[config.mk]
export PLATFORM = sky130hd
export DESIGN_NAME = clock_counter
export DESIGN_NICKNAME = d
export VERILOG_FILES = /design/src/rtl/clock_counter.sv
export SDC_FILE = /design/constraint.sdc
export NUM_CORES = 1
export LEC_CHECK = 0
export ABC_AREA = 1
export BUFFER_PORTS_ARGS = -buffer_cell sky130_fd_sc_hd__buf_4
export CAP_MARGIN = 20
export CELL_PAD_IN_SITES_DETAIL_PLACEMENT = 1
export CELL_PAD_IN_SITES_GLOBAL_PLACEMENT = 2
export CORE_MARGIN = 5
export CORE_UTILIZATION = 27
export CTS_CLUSTER_SIZE = 8
export DETAILED_ROUTE_END_ITERATION = 8
export GPL_TIMING_DRIVEN = 0
export PLACE_DENSITY_LB_ADDON = 0.1
export REMOVE_ABC_BUFFERS = 1
export SYNTH_ARGS = -nofsm -noshare
export SYNTH_HDL_FRONTEND = slang
export SYNTH_SLANG_ARGS = --single-unit
[constraint.sdc]
create_clock -name i_clk -period 1.6 [get_ports i_clk]
set_input_delay 0.16 -clock i_clk [delete_from_list [all_inputs] [get_ports i_clk]]
set_output_delay 0.16 -clock i_clk [all_outputs]
set_load 0.005 [all_outputs]
[src/rtl/clock_counter.sv]
// Time-of-day accumulator: counts timer ticks into seconds/minutes/hours with cascaded wrap,
// accepts time loads over a valid/ready handshake and stops the timer while not running.
module clock_counter #(
   parameter int p_seconds = 60,
   parameter int p_minutes = 60,
   parameter int p_hours   = 24
) (
   input  logic                         i_clk,
   input  logic                         i_rst_n,
   input  logic                         i_tick,
   input  logic                         i_hold,
   input  logic                         i_set_valid,
   input  logic [$clog2(p_seconds)-1:0] i_set_ss,
   input  logic [$clog2(p_minutes)-1:0] i_set_mm,
   input  logic [$clog2(p_hours)-1:0]   i_set_hh,
   output logic                         o_set_ready,
   output logic                         o_set_err,
   output logic                         o_stop,
   output logic [$clog2(p_seconds)-1:0] o_ss,
   output logic [$clog2(p_minutes)-1:0] o_mm,
   output logic [$clog2(p_hours)-1:0]   o_hh,
   output logic                         o_day,
   output logic [1:0]                   o_dbg_state
);

   localparam int S = $clog2(p_seconds);
   localparam int M = $clog2(p_minutes);
   localparam int H = $clog2(p_hours);

   localparam logic [S-1:0] SS_MAX = S'(p_seconds - 1);
   localparam logic [M-1:0] MM_MAX = M'(p_minutes - 1);
   localparam logic [H-1:0] HH_MAX = H'(p_hours - 1);

   typedef enum logic [1:0] {
      RUN  = 2'd0,
      HOLD = 2'd1,
      LOAD = 2'd2
   } state_e;

   state_e         state_q, state_d;
   logic [S-1:0]   ss_q, ss_d;
   logic [M-1:0]   mm_q, mm_d;
   logic [H-1:0]   hh_q, hh_d;
   logic           err_q, err_d;
   logic           day_q, day_d;
   logic           set_ready;
   logic           xfer;

   // Handshake: a load transfers on any edge where i_set_valid and o_set_ready are both high;
   // ready is decoded from state only, so it never depends on valid.
   assign set_ready = (state_q != LOAD);
   assign xfer      = i_set_valid && set_ready;

   always_ff @(posedge i_clk or negedge i_rst_n) begin
      if (!i_rst_n) begin
         state_q <= RUN;
         ss_q    <= '0;
         mm_q    <= '0;
         hh_q    <= '0;
         err_q   <= 1'b0;
         day_q   <= 1'b0;
      end else begin
         state_q <= state_d;
         ss_q    <= ss_d;
         mm_q    <= mm_d;
         hh_q    <= hh_d;
         err_q   <= err_d;
         day_q   <= day_d;
      end
   end

   always_comb begin
      state_d = state_q;
      case (state_q)
         RUN: begin
            if (xfer)        state_d = LOAD;
            else if (i_hold) state_d = HOLD;
         end
         HOLD: begin
            if (xfer)         state_d = LOAD;
            else if (!i_hold) state_d = RUN;
         end
         LOAD:    state_d = i_hold ? HOLD : RUN;
         default: state_d = RUN;
      endcase
   end

   // A load in the same cycle as a tick wins; out-of-range fields are forced to zero.
   always_comb begin
      ss_d  = ss_q;
      mm_d  = mm_q;
      hh_d  = hh_q;
      err_d = 1'b0;
      day_d = 1'b0;
      if (xfer) begin
         ss_d  = (i_set_ss > SS_MAX) ? '0 : i_set_ss;
         mm_d  = (i_set_mm > MM_MAX) ? '0 : i_set_mm;
         hh_d  = (i_set_hh > HH_MAX) ? '0 : i_set_hh;
         err_d = (i_set_ss > SS_MAX) || (i_set_mm > MM_MAX) || (i_set_hh > HH_MAX);
      end else if (state_q == RUN && i_tick) begin
         if (ss_q == SS_MAX) begin
            ss_d = '0;
            if (mm_q == MM_MAX) begin
               mm_d = '0;
               if (hh_q == HH_MAX) begin
                  hh_d  = '0;
                  day_d = 1'b1;
               end else begin
                  hh_d = hh_q + 1'b1;
               end
            end else begin
               mm_d = mm_q + 1'b1;
            end
         end else begin
            ss_d = ss_q + 1'b1;
         end
      end
   end

   always_comb begin
      o_set_ready = set_ready;
      o_stop      = (state_q != RUN);
      o_set_err   = err_q;
      o_day       = day_q;
      o_ss        = ss_q;
      o_mm        = mm_q;
      o_hh        = hh_q;
      o_dbg_state = state_q;
   end

endmodule

==> results.toml, run 1 <==
[drt]
drc = 0
firstDrtPassIters = 4
vias_per_cell = 4.542
vias = 1417
totalWireLength_mm = 4.145
wl_per_cell_um = 13.29
drt_iter0_drc = 43
ant_nets = 0

[setup_path]
ff2ff_setup_slack_ns = 0.13
cp-end-kind = "flop"
critical_path.top_delay_family = "simple AND/OR/NAND/NOR gates"
worst_ep_required_time_ns = 1.76
cp_cell_sequence = "ha_2 > nand3_2 > o21ai_4 > nand2_4 > inv_6 > nand2_4 > nand2_1 > nand2_1"
startpoint_type = "flop"
cpMaxStageDelayCell = "dfrtp_1"
crit_buf_inv = 1
cp.arrival_ns = 1.63
path_class = "reg2reg"
critPathMaxFanout = 9
slowest_delay_ns = 0.41

[sta]
tns_ns = 0
fin_crit_sh_pct = 92.11
relSlewSlack_pct = 78.70
worst_slack_ns = 0.1262
hold_violations = 0
drv_slew = 0
tightest_slew_ns = 0.3185
hold_slack_ns = 0.08000
fmax_mhz = 678.5
setup_viol = 0
skew_ns = 0.007512
rsz0062_at_grt = "yes"
final.min_clock_period_ns = 1.474

[synth]
postSynthAreaPerCell_sq_um = 7.193
yosysTopAreaCell = "dfrtp_1"
synth-seq-cells = 21
synthTopCellsByArea = "dfrtp_1 37%, nand2_1 20%, nand3_1 8.2%"
yosysTopAreaCellShare_pct = 37.47
yosys-top-cells-count = "74 x nand2_1, 23 x nand3_1, 21 x dfrtp_1"
yosysSeqAreaShare_pct = 37.47
yosys_warnings = 0
synth.most_common_cell = "nand2_1"
synth.distinct_cells = 27
syn-cell-area_sq_um = 1403
synth_edf_count = 0
synth_top_flop_cell = "dfrtp_1"
async_reset_ff_share_pct = 100.0
syn_inst = 195

[placed_design]
dp_hpwl_mm = 3.250
dp_slack_ns = -0.02594
placed_cell_area_sq_um = 1789
place_inst = 306
portBuffers = 44
routabilityCongestion = 0.7494

[final_layout]
layout.nets = 268
final_area_sq_um = 1877
antenna_cells = 0
fillCellCount = 663
synthToLayoutAreaGrowth_pct = 33.81
finish.utilization_pct = 36.98
stdcell_count = 312
drive_gt1_share_pct = 27.69

[power]
peakVddDrop_v = 0.0004741
total_power_mw = 2.430
powerDensity_nw_per_um2 = 1295
p_leak_nw = 0.9587

[global_route]
overflow = 0
grt_max_degree = 22
antenna_found_initial = 0
grt_pass1_wl_mm = 6.851
global_route.usage.total_pct = 13.14
grt_pass1_vias = 1401

[run_status]
status = "completed"

[cts]
clock_sinks = 21
clk_pin_slew_ns = 0.09
cts_tree = "built"
h-tree-depth = 1
clockBufferDepth = 2
cts_root_buf = "clkbuf_8"
insertion_delay_ns = 0.26
cts_made_buffers = 3

[floorplan]
die_x_um = 82.08
die_y_um = 82.08
coreArea_sq_um = 5075
die_area_sq_um = 6736
io_pins = 45
core.rowCount = 26
start_util_pct = 27.64

[run]
maxCapViolCount = 0

[worst_hold_path]
hold_path_class = "in2reg"
-- metal layers --
metal	global-route usage, %	share of wire [%]	up-vias
met4	1.495	0.48	0
met1	17.90	48	660
met5	0	0	-
met3	3.509	6.0	2
li1	-	-	724
met2	21.41	45	31
-- layout make-up --
class / instances / area, sq um / share of cell area [%]
Clock buffer: 3 / 41.29 / 2.200
Sequential cell: 21 / 526.8 / 28.07
Multi-Input combinational cell: 157 / 803.3 / 42.80
Tap cell: 70 / 87.58 / 4.667
Clock inverter: 1 / 5.005 / 0.2667
Inverter: 14 / 65.06 / 3.467
Timing Repair Buffer: 46 / 347.8 / 18.53
-- cells by family after synthesis --
logic type | count (synthesis) | share of synthesized area [%]
xor+xnor | 5 | 3.123
simple gates | 129 | 40.95
flops | 21 | 37.47
compound gates | 20 | 8.921
buf+inv | 17 | 6.868
fa+ha+maj | 3 | 2.676
-- power breakdown --
part	total, mW	switching (mW)	internal [mW]
Clock	0.362	0.188	0.174
Sequential	0.980	0.270	0.710
Combinational	1.09	0.529	0.559
Total	2.43	0.988	1.44
-- what timing repair did --
action | 4_1_cts | 5_1_grt
gates resized for setup | 1 | 6
endpoints found under the hold margin | 21 | 0
hold buffers | 1 | 0
setup endpoints to repair | 8 | 12
buffers inserted | 1 | 0
-- flip-flops by register name, summed over array words and instances (netlist names) --
name	cells
o_day	1
o_dbg_state	2
o_hh	5
o_mm	6
o_set_err	1
o_ss	6
-- path summary, 6_finish.rpt --
path / start / to / depth (start not counted)
max in group asynchronous: i_rst_n / o_mm[0] / 2
worst max-delay path: o_ss[1] / o_hh[1] / 8
worst min-delay path: i_set_valid / o_day / 2
min in group asynchronous: i_rst_n / o_ss[1] / 2
worst min register to register: o_dbg_state[1] / o_dbg_state[1] / 1
worst max register to register: o_ss[1] / o_hh[1] / 8
-- placed cells by master (no fill, tap or decap), drive strengths merged, types with 2 or more instances in the layout --
| cell type | instances |
|---|---|
| inv | 14 |
| buf | 45 |
| a21oi | 7 |
| nand3 | 24 |
| xnor2 | 3 |
| nor2 | 22 |
| clkbuf | 3 |
| ha | 3 |
| o21bai | 4 |
| xor2 | 2 |
| dfrtp | 21 |
| o21ai | 7 |
| nand2 | 79 |
| nand4 | 2 |
No activity file was read; power rests on OpenSTA's default activity.
==> run 2, diff against run 1 <==
ABC_AREA = default   (was 1)
CORE_UTILIZATION = 29   (was 27)
==> run 2 against run 1 <==
The flow now finishes with violations (setup timing). Hold slack improved by 0.032 ns. Sequential cell count unchanged. Die area is 11% lower. Synthesized cell count is 29% lower. Critical path depth shrank 2. Clock-buffer cell count is 1 higher. Synthesized area is 5.9% lower. Design area grew 8.7%. Critical path type unchanged.
==> results.toml, run 2 <==
[cts]
clock_sinks = 21
clk_pin_slew_ns = 0.09
insertion_delay_ns = 0.27
cts_made_buffers = 3
cts_tree = "built"
cts_root_buf = "clkbuf_8"
clockBufferDepth = 2
h-tree-depth = 1

[placed_design]
place_inst = 228
routabilityCongestion = 0.8361
portBuffers = 44
dp_hpwl_mm = 2.940
dp_slack_ns = -0.4539

[synth]
postSynthAreaPerCell_sq_um = 9.497
yosys_warnings = 0
synth_top_flop_cell = "dfrtp_1"
synth.distinct_cells = 46
yosysTopAreaCell = "dfrtp_1"
yosysTopAreaCellShare_pct = 39.81
synthTopCellsByArea = "dfrtp_1 40%, nand3_1 3.8%, o21ai_0 3.8%"
synth_edf_count = 0
syn_inst = 139
synth-seq-cells = 21
yosys-top-cells-count = "21 x dfrtp_1, 12 x nand2_1, 10 x nand3_1, 10 x o21ai_0, 8 x a21oi_1"
async_reset_ff_share_pct = 100.0
synth.most_common_cell = "dfrtp_1"
syn-cell-area_sq_um = 1320
yosysSeqAreaShare_pct = 39.81

[setup_path]
r2r_start = "o_ss[1]"
cp-end-kind = "flop"
cp.arrival_ns = 1.91
cp_cell_sequence = "ha_4 > nor2b_4 > and4_4 > a21oi_4 > or2_4 > mux2_4"
slowest_delay_ns = 0.41
cpMaxStageDelayCell = "dfrtp_1"
worst_ep_required_time_ns = 1.76
path_class = "reg2reg"
ff2ff_setup_slack_ns = -0.15
r2r-end = "o_hh[0]"
r2r_cells = 6
critPathMaxFanout = 5
startpoint_type = "flop"

[worst_hold_path]
hold_path_class = "in2reg"
min_from = "i_hold"
holdPathStages = 3
hold_path_end = "o_dbg_state[0]"

[floorplan]
io_pins = 45
die_y_um = 77.47
die_area_sq_um = 6001
start_util_pct = 30.11
die_x_um = 77.47
core.rowCount = 24
coreArea_sq_um = 4384

[global_route]
overflow = 0
antenna_found_initial = 0
grt_pass1_vias = 1477
global_route.usage.total_pct = 15.54
grt_pass1_wl_mm = 7.693
grt_max_degree = 22

[sta]
hold_violations = 0
tns_ns = -1.211
fmax_mhz = 570.1
final.min_clock_period_ns = 1.754
setup_viol = 12
fin_crit_sh_pct = 109.6
relSlewSlack_pct = 78.14
drv_slew = 0
rsz0062_at_grt = "yes"
tightest_slew_ns = 0.3279
skew_ns = 0.003743
worst_slack_ns = -0.1539

[final_layout]
finish.utilization_pct = 46.55
final_common_cell = "buf_4"
layout.nets = 228
antenna_cells = 0
stdcell_count = 254
fillCellCount = 500
multi_input_area_sq_um = 853.3
drive_gt1_share_pct = 48.51
final_cell_mix = "57 x buf_4, 21 x dfrtp_1, 10 x nand2_1, 10 x nand3_1, 8 x a21oi_1"
regArea_sq_um = 525.5
synthToLayoutAreaGrowth_pct = 54.60

[drt]
drc = 0
vias_per_cell = 5.374
ant_nets = 0
drt_iter0_drc = 59
firstDrtPassIters = 4
totalWireLength_mm = 4.492
wl_per_cell_um = 17.69
vias = 1365

[run_status]
violations = "setup timing"
status = "finished, violations left"

[power]
total_power_mw = 2.347
p_leak_nw = 0.9010
powerDensity_nw_per_um2 = 1150
peakVddDrop_v = 0.0004439

[run]
maxCapViolCount = 0
run 2: cell count changes after synthesis, sizes merged, moves of 5 or more:
| cell | delta |
|---|---|
| inv | -10 |
| nand2 | -67 |
| nand3 | -14 |
| nor2 | -15 |
| o2bb2ai | +5 |
run 2: what timing repair did:
item | 4_1_cts | 5_1_grt
setup endpoints to repair | 17 | 17
endpoints found under the hold margin | 21 | 0
buffers inserted | 20 | 2
hold buffers | 1 | 0
pin swaps | 7 | 6
gates resized for setup | 24 | 14
run 2: area by class of cell:
cell class | instances | area share [%]
Clock buffer | 4 | 2.207
Inverter | 4 | 0.7357
Multi-Input combinational cell | 107 | 41.81
Sequential cell | 21 | 25.75
Tap cell | 52 | 3.188
Timing Repair Buffer | 66 | 26.30
run 2: report_power, final:
part / total [mW] / internal [mW] / switching (mW)
Clock: 0.375 / 0.178 / 0.197
Combinational: 1.07 / 0.644 / 0.426
Sequential: 0.902 / 0.679 / 0.223
Total: 2.35 / 1.50 / 0.846
run 2: stage by stage:
step           cell area, sq um  hold WS [ns]
2_1_floorplan              1280       -0.1356
3_3_place_gp               1675       0.07545
3_5_place_dp               1675       0.07724
4_1_cts                    1974        0.1083
5_1_grt                    2041        0.1161
6_report                   2041        0.1120
run 2: per-layer routing:
layer	GRT usage, %	up-vias	routed length [um]
li1	-	651	-
met1	20.33	683	2047
met2	26.68	26	2236
met3	3.356	5	182
met4	2.577	0	25
met5	0	-	0
run 2: how the worst max path moves through the flow:
| stage | start | to | slack, ns | cells after the start |
|---|---|---|---|---|
| after floorplan | o_ss[0] | o_hh[4] | -0.17 | 6 |
| after global placement | o_dbg_state[0] | o_hh[1] | -0.41 | 4 |
| after detailed placement | o_dbg_state[0] | o_hh[0] | -0.45 | 4 |
| after CTS | o_ss[1] | o_hh[0] | -0.14 | 6 |
| after global routing | o_mm[0] | o_hh[0] | -0.21 | 6 |
| final | o_ss[1] | o_hh[0] | -0.15 | 6 |
run 2: worst max-delay path: cells and delay by family, from the launching register on:
kind	cells	cell delay, ns
and+or+nand+nor	3	0.71
DFF	1	0.41
adders and majority gates	1	0.16
AOI/OAI and AO/OA	1	0.06
muxes	1	0.31
run 2: logic make-up after synthesis:
logic type               after synthesis  share of synthesized area (%)
AND/OR/NAND/NOR                       56                          25.21
adder cells (fa/ha/maj)                3                          2.844
multiplexers                           3                          3.412
buffers and inverters                 11                          4.170
flip-flops                            21                          39.81
AO/OA/AOI/OAI                         45                          24.55
